===== src/rtl/sram_arbiter.sv =====
// sram_arbiter: single-port sequencer for the external 512K x 8 async SRAM.
// Three requesters share the device: video fetch, Z80 cpu and the dma/loader.
// Priority is video > cpu > dma. A starvation counter lets dma win a cpu-vs-dma
// decision after DMA_STARVE_LIMIT consecutive cpu grants taken while dma waits.
// Every access is a fixed slot: IDLE (1 clk) + ACCESS (ACCESS_CYCLES) + RECOVER (1).
// Optional build macro: SRAMARB_ROM_WP_EN. When it is defined, a cpu write made
// while wp_on is high to an address below WP_LIMIT runs a normal slot with a
// normal ack, but the SRAM is never strobed, so the write is dropped.
// All SRAM pin controls and all acks/rdata are registered outputs.
module sram_arbiter #(
  parameter int          ACCESS_CYCLES    = 3,
  parameter int          DMA_STARVE_LIMIT = 4,
  parameter logic [18:0] WP_LIMIT         = 19'h08000
) (
  input  logic        clk,
  input  logic        rst_n,
  // video fetch (read only)
  input  logic        vid_req,
  input  logic [18:0] vid_addr,
  output logic        vid_ack,
  output logic [7:0]  vid_rdata,
  // cpu
  input  logic        cpu_req,
  input  logic        cpu_we,
  input  logic [18:0] cpu_addr,
  input  logic [7:0]  cpu_wdata,
  output logic        cpu_ack,
  output logic [7:0]  cpu_rdata,
  // dma / loader
  input  logic        dma_req,
  input  logic        dma_we,
  input  logic [18:0] dma_addr,
  input  logic [7:0]  dma_wdata,
  output logic        dma_ack,
  output logic [7:0]  dma_rdata,
  // write protect enable (only meaningful with SRAMARB_ROM_WP_EN)
  input  logic        wp_on,
  // SRAM pins
  output logic [18:0] sram_addr,
  output logic [7:0]  sram_dout,
  output logic        sram_doe,
  input  logic [7:0]  sram_din,
  output logic        sram_we_n
);

  typedef enum logic [1:0] {
    IDLE    = 2'd0,
    ACCESS  = 2'd1,
    RECOVER = 2'd2
  } state_t;

  typedef enum logic [1:0] {
    SRC_NONE = 2'd0,
    SRC_VID  = 2'd1,
    SRC_CPU  = 2'd2,
    SRC_DMA  = 2'd3
  } src_t;

  // Slot counter spans 0 .. ACCESS_CYCLES-1.
  localparam int CW = (ACCESS_CYCLES > 2) ? $clog2(ACCESS_CYCLES) : 1;
  localparam logic [CW-1:0] CNT_LAST       = CW'(ACCESS_CYCLES - 1);
  localparam logic [CW-1:0] CNT_STROBE_END = CW'(ACCESS_CYCLES - 2);
  localparam logic [CW-1:0] CNT_ONE        = CW'(1'b1);
  localparam logic [CW-1:0] CNT_ZERO       = CW'(1'b0);

  // Starvation counter saturates at DMA_STARVE_LIMIT.
  localparam int SW = (DMA_STARVE_LIMIT > 0) ? $clog2(DMA_STARVE_LIMIT + 1) : 1;
  localparam logic [SW-1:0] STARVE_MAX  = SW'(DMA_STARVE_LIMIT);
  localparam logic [SW-1:0] STARVE_ONE  = SW'(1'b1);
  localparam logic [SW-1:0] STARVE_ZERO = SW'(1'b0);

  state_t         state_r;
  state_t         state_nx_s;
  logic [CW-1:0]  cnt_r;
  logic [CW-1:0]  cnt_nx_s;
  logic [CW-1:0]  cnt_inc_s;
  logic [SW-1:0]  starve_r;
  logic [SW-1:0]  starve_nx_s;

  // Latched slot context.
  src_t           src_r;
  logic           we_r;     // requested direction (controls rdata capture)
  logic           drive_r;  // write that really reaches the SRAM

  // Arbitration result for the current IDLE cycle.
  src_t           win_s;
  logic [18:0]    win_addr_s;
  logic           win_we_s;
  logic [7:0]     win_wdata_s;
  logic           win_block_s;
  logic           win_drive_s;
  logic           strobe_nx_s;

  // Pick the winner from the live request levels; video always wins, dma wins
  // the cpu-vs-dma decision only once the starvation counter has saturated.
  always_comb begin
    win_s = SRC_NONE;
    if (vid_req) begin
      win_s = SRC_VID;
    end else if (cpu_req && dma_req && (starve_r == STARVE_MAX)) begin
      win_s = SRC_DMA;
    end else if (cpu_req) begin
      win_s = SRC_CPU;
    end else if (dma_req) begin
      win_s = SRC_DMA;
    end else begin
      win_s = SRC_NONE;
    end
  end

  // Route the winner's address, direction and write data to the latch inputs.
  always_comb begin
    win_addr_s  = 19'h00000;
    win_we_s    = 1'b0;
    win_wdata_s = 8'h00;
    case (win_s)
      SRC_VID: begin
        win_addr_s  = vid_addr;
        win_we_s    = 1'b0;
        win_wdata_s = 8'h00;
      end
      SRC_CPU: begin
        win_addr_s  = cpu_addr;
        win_we_s    = cpu_we;
        win_wdata_s = cpu_wdata;
      end
      SRC_DMA: begin
        win_addr_s  = dma_addr;
        win_we_s    = dma_we;
        win_wdata_s = dma_wdata;
      end
      default: begin
        win_addr_s  = 19'h00000;
        win_we_s    = 1'b0;
        win_wdata_s = 8'h00;
      end
    endcase
  end

`ifdef SRAMARB_ROM_WP_EN
  // Only cpu writes into the protected low region are suppressed.
  assign win_block_s = (win_s == SRC_CPU) && cpu_we && wp_on && (cpu_addr < WP_LIMIT);
`else
  // Protection not built: wp_on and WP_LIMIT have no effect.
  logic unused_wp;
  assign unused_wp   = wp_on | (WP_LIMIT == 19'h00000);
  assign win_block_s = 1'b0;
`endif

  assign win_drive_s = win_we_s & ~win_block_s;
  assign cnt_inc_s   = cnt_r + CNT_ONE;
  // Write strobe is low for counts 1 .. ACCESS_CYCLES-2 of a driving slot.
  assign strobe_nx_s = (cnt_inc_s <= CNT_STROBE_END);

  // FSM next-state and slot counter.
  always_comb begin
    state_nx_s = state_r;
    cnt_nx_s   = cnt_r;
    case (state_r)
      IDLE: begin
        if (win_s != SRC_NONE) begin
          state_nx_s = ACCESS;
          cnt_nx_s   = CNT_ZERO;
        end else begin
          state_nx_s = IDLE;
          cnt_nx_s   = cnt_r;
        end
      end
      ACCESS: begin
        if (cnt_r == CNT_LAST) begin
          state_nx_s = RECOVER;
          cnt_nx_s   = CNT_ZERO;
        end else begin
          state_nx_s = ACCESS;
          cnt_nx_s   = cnt_inc_s;
        end
      end
      RECOVER: begin
        state_nx_s = IDLE;
        cnt_nx_s   = CNT_ZERO;
      end
      default: begin
        state_nx_s = IDLE;
        cnt_nx_s   = CNT_ZERO;
      end
    endcase
  end

  // Starvation counter: counts cpu grants taken over a waiting dma, only in IDLE.
  always_comb begin
    starve_nx_s = starve_r;
    if (state_r == IDLE) begin
      if (win_s == SRC_DMA) begin
        starve_nx_s = STARVE_ZERO;
      end else if (!dma_req) begin
        starve_nx_s = STARVE_ZERO;
      end else if ((win_s == SRC_CPU) && (starve_r != STARVE_MAX)) begin
        starve_nx_s = starve_r + STARVE_ONE;
      end else begin
        starve_nx_s = starve_r;
      end
    end else begin
      starve_nx_s = starve_r;
    end
  end

  // FSM state, slot counter and starvation counter registers.
  always_ff @(posedge clk or negedge rst_n) begin
    if (!rst_n) begin
      state_r  <= IDLE;
      cnt_r    <= CNT_ZERO;
      starve_r <= STARVE_ZERO;
    end else begin
      state_r  <= state_nx_s;
      cnt_r    <= cnt_nx_s;
      starve_r <= starve_nx_s;
    end
  end

  // Slot datapath: latch context, drive SRAM pins, capture read data, pulse ack.
  always_ff @(posedge clk or negedge rst_n) begin
    if (!rst_n) begin
      src_r     <= SRC_NONE;
      we_r      <= 1'b0;
      drive_r   <= 1'b0;
      sram_addr <= 19'h00000;
      sram_dout <= 8'h00;
      sram_doe  <= 1'b0;
      sram_we_n <= 1'b1;
      vid_ack   <= 1'b0;
      cpu_ack   <= 1'b0;
      dma_ack   <= 1'b0;
      vid_rdata <= 8'h00;
      cpu_rdata <= 8'h00;
      dma_rdata <= 8'h00;
    end else begin
      vid_ack <= 1'b0;
      cpu_ack <= 1'b0;
      dma_ack <= 1'b0;
      case (state_r)
        IDLE: begin
          sram_doe  <= 1'b0;
          sram_we_n <= 1'b1;
          if (win_s != SRC_NONE) begin
            src_r     <= win_s;
            we_r      <= win_we_s;
            drive_r   <= win_drive_s;
            sram_addr <= win_addr_s;
            sram_dout <= win_wdata_s;
            sram_doe  <= win_drive_s;
          end
        end
        ACCESS: begin
          if (cnt_r == CNT_LAST) begin
            sram_doe  <= 1'b0;
            sram_we_n <= 1'b1;
            case (src_r)
              SRC_VID: begin
                vid_ack   <= 1'b1;
                vid_rdata <= sram_din;
              end
              SRC_CPU: begin
                cpu_ack <= 1'b1;
                if (!we_r) begin
                  cpu_rdata <= sram_din;
                end
              end
              SRC_DMA: begin
                dma_ack <= 1'b1;
                if (!we_r) begin
                  dma_rdata <= sram_din;
                end
              end
              default: begin
                vid_ack <= 1'b0;
              end
            endcase
          end else begin
            sram_doe  <= drive_r;
            sram_we_n <= ~(drive_r & strobe_nx_s);
          end
        end
        RECOVER: begin
          sram_doe  <= 1'b0;
          sram_we_n <= 1'b1;
        end
        default: begin
          sram_doe  <= 1'b0;
          sram_we_n <= 1'b1;
        end
      endcase
    end
  end

endmodule


===== config.mk =====
export PLATFORM = sky130hd
export DESIGN_NAME = sram_arbiter
export DESIGN_NICKNAME = d
export VERILOG_FILES = /design/src/rtl/sram_arbiter.sv
export SDC_FILE = /design/constraint.sdc
export NUM_CORES = 1
export LEC_CHECK = 0
export CAP_MARGIN = 30
export CORE_AREA = 2 2 87 89
export CTS_BUF_LIST = sky130_fd_sc_hd__clkbuf_8
export CTS_CLUSTER_DIAMETER = 60
export DETAILED_ROUTE_END_ITERATION = 10
export DIE_AREA = 0 0 89 91
export PLACE_DENSITY = 0.81
export SLEW_MARGIN = 20
export SYNTH_ARGS = -nofsm -noshare
export SYNTH_HDL_FRONTEND = slang
export SYNTH_SLANG_ARGS = --single-unit
export TNS_END_PERCENT = 100

===== constraint.sdc =====
create_clock -name clk -period 2.2 [get_ports clk]
set_clock_uncertainty 0.15 [all_clocks]
set_input_delay 0.33 -clock clk [delete_from_list [all_inputs] [get_ports clk]]
set_output_delay 0.33 -clock clk [all_outputs]
set_load 0.005 [all_outputs]

==> out/metrics.yaml <==
outcome:
  status: "finished, final reports clean"
sta:
  setup_violations: 0
  period_minus_slack_ns: 2.02
  min_period_over_period_pct: 92.0
  rsz0062_at_grt: "no"
  fin_tns_setup_ns: 0
  hold_viol: 0
  holdWs_ns: 0.345
  fmax_mhz: 494
  slew_violations: 0
  relSlewSlack_pct: 68.8
  worst_pin_slew_ns: 0.464
route:
  route.vias.total: 2546
  wl_per_cell_microns: 16.1
  firstDrtPassIters: 6
  drc_errors: 0
  wirelength_mm: 8.03
  viasPerCell: 5.09
  ant_nets: 0
  drt_iter0_drc: 158
finish:
  stdcell_area_sq_um: 4720
  diodes: 0
  drive_gt1_share_pct: 16.0
  register_area_sq_um: 1650
  multi_input_area_sq_um: 1140
  fill_cells: 549
  areaGrowthSynthToFinish_pct: 63.6
  fin_nets: 490
cts:
  cts_tree: "built"
  clkSinkCount: 66
  numCtsBuffers: 9
  clockRootBuffer: "clkbuf_8"
  insertion_delay_ns: 0.34
  htree_levels: 3
  cts_setup_buffers: 0
  clockBufferDepth: 2
  clkSlewWorstSetupHoldPaths_ns: 0.07
place:
  placed_area_sq_um: 4510
  port_buffers: 143
  dp_hpwl_mm: 6.01
  gp_congestion: 0.811
power_and_ir_drop:
  ir_drop_uv: 459
  p_total_mw: 5.58
  leakage_nw: 1.96
  p_per_area_nw_per_um2: 1180
run:
  cap_viol_max_count: 0
yosys:
  ys_seq_area_share_pct: 57.2
  synth-main-ff-cell: "dfrtp_1"
  synth_area_per_cell_sq_um: 11.7
  synth.ff_latch_count: 66
  synth_enable_flop_cells: 0
  synth.area.top_cells: "dfrtp_1 56%, a222oi_1 6.6%, mux2_2 6.2%, nor2_1 4.9%, mux2_4 4.2%"
  synth_top_area_share_pct: 56.3
  ys_warn_count: 0
  synth.distinct_cells: 39
  yosys.area.top_type: "dfrtp_1"
  synth.cell_area_sq_um: 2890
  synth.net_count: 340
  ys_async_sr_fraction_pct: 100
  synth_cells: 246
critical_path:
  reg2reg_to: "sram_addr[17]"
  critPathRequiredTime_ns: 2.26
  r2r-start: "starve_r[0]"
  crit_fanout: 15
  worstSetupPathType: "flop to flop"
  worstPathArrival_ns: 2.08
  r2r_cells: 7
  cp-endpoint: "sram_addr[17]"
  critical_path.startpoint: "starve_r[0]"
  rrSetupSlack_ns: 0.18
  critPathCaptureType: "flop"
  startpoint_type: "flop"
floorplanning:
  core_sq_um: 7140
  placementRows: 31
  initial_core_util_pct: 40.5
  die_h_microns: 91
  die_area_sq_um: 8100
  die_w_microns: 89
  io_pins: 145
grt:
  grt_pass1_wl_mm: 12.7
  grt_overflow: 0
  antenna_found_initial: 0
  track_usage_pct: 20.5
  grt_max_degree: 67
  grt_pass1_vias: 2613
min_path:
  hold_path.class: "flop to flop"
  hold_path.startpoint: "sram_dout[0]"
-- critical path: stages (launching register included) --
cell      delay, ns
dfrtp_1        0.41
inv_1          0.06
ha_1           0.24
a21bo_2        0.22
and3b_1        0.21
buf_12         0.16
a222oi_1       0.33
a21oi_1        0.12
-- Yosys cell counts (3+ instances only) --
cell,count
dfrtp_1,65
clkbuf_1,7
nor2_1,38
nand2_1,9
o21ai_0,8
a22oi_1,5
buf_2,7
mux2_2,16
a222oi_1,19
mux2_4,8
inv_1,6
a21oi_1,20
buf_1,3
a221oi_1,6
ha_1,5
-- state kept, by name (all words and copies together) (netlist names), 2 cells and up --
name	cells
sram_dout	8
state_r	2
cnt_r	2
sram_addr	19
src_r	2
cpu_rdata	8
vid_rdata	8
dma_rdata	8
starve_r	3
-- power breakdown --
part	switching, mW	leakage, nW	internal (mW)
clock network	0.498	0.0881	0.528
logic	0.895	1.08	1.54
registers	0.336	0.790	1.78
total	1.73	1.96	3.85
-- worst min-delay path by stage --
stage                              end  slack [ns]  cells after the start
final                     sram_dout[0]        0.35                      2
after global routing      cpu_rdata[7]        0.38                      1
after CTS                 sram_dout[4]        0.35                      2
after detailed placement  vid_rdata[3]        0.23                      2
after global placement    cpu_rdata[3]        0.22                      2
after floorplan               cnt_r[0]       -0.12                      0
-- stage by stage --
step / utilization [%] / worst slack [ns] / cells
finish: 66.2 / 0.176 / 500
floorplan: - / 0.323 / 246
global placement: 63.1 / 0.0824 / 483
CTS: 66.1 / 0.0691 / 500
global route: 66.2 / 0.0850 / 500
detailed placement: 63.1 / 0.0609 / 483
-- what timing repair did --
item                       in CTS  in global routing
resized for setup               0                  1
setup endpoints to repair       0                  8
hold buffers                    1                  0
hold endpoints to repair       65                  0
-- layout make-up --
class                           instances  share of cell area [%]
Sequential cell                        66                    35.0
Timing Repair Buffer                  158                    33.4
Multi-Input combinational cell        154                    24.1
Clock buffer                            9                    2.62
Tap cell                               99                    2.62
Clock inverter                          7                    1.64
Inverter                                7                   0.583
-- cells by family after synthesis --
family,synth area share [%]
flops,57.2
compound gates,16.6
simple gates,9.45
buf+inv,4.12
mux,10.4
fa+ha+maj,2.17
-- layout by cell type (no fill, tap or decap), drive strengths merged, types with 2 or more instances in the layout --
| cell type | n |
|---|---|
| clkinvlp | 4 |
| nor2 | 38 |
| o21ai | 8 |
| buf | 15 |
| inv | 7 |
| nor2b | 2 |
| clkdlybuf4s50 | 142 |
| clkinv | 2 |
| mux2 | 24 |
| nor3 | 2 |
| a222oi | 19 |
| ha | 5 |
| nand2 | 10 |
| clkbuf | 9 |
| a21oi | 20 |
| a22oi | 5 |
| dfrtp | 65 |
| a221oi | 6 |
-- layer usage --
| layer | share of wire (%) | GRT usage [%] | up-vias |
|---|---|---|---|
| li1 | - | - | 1211 |
| met4 | 1.2 | 6.84 | 0 |
| met5 | 0 | 0 | - |
| met2 | 50 | 33.5 | 126 |
| met3 | 9.6 | 7.55 | 8 |
| met1 | 39 | 24.7 | 1201 |
(Power assumes the default switching activity.)
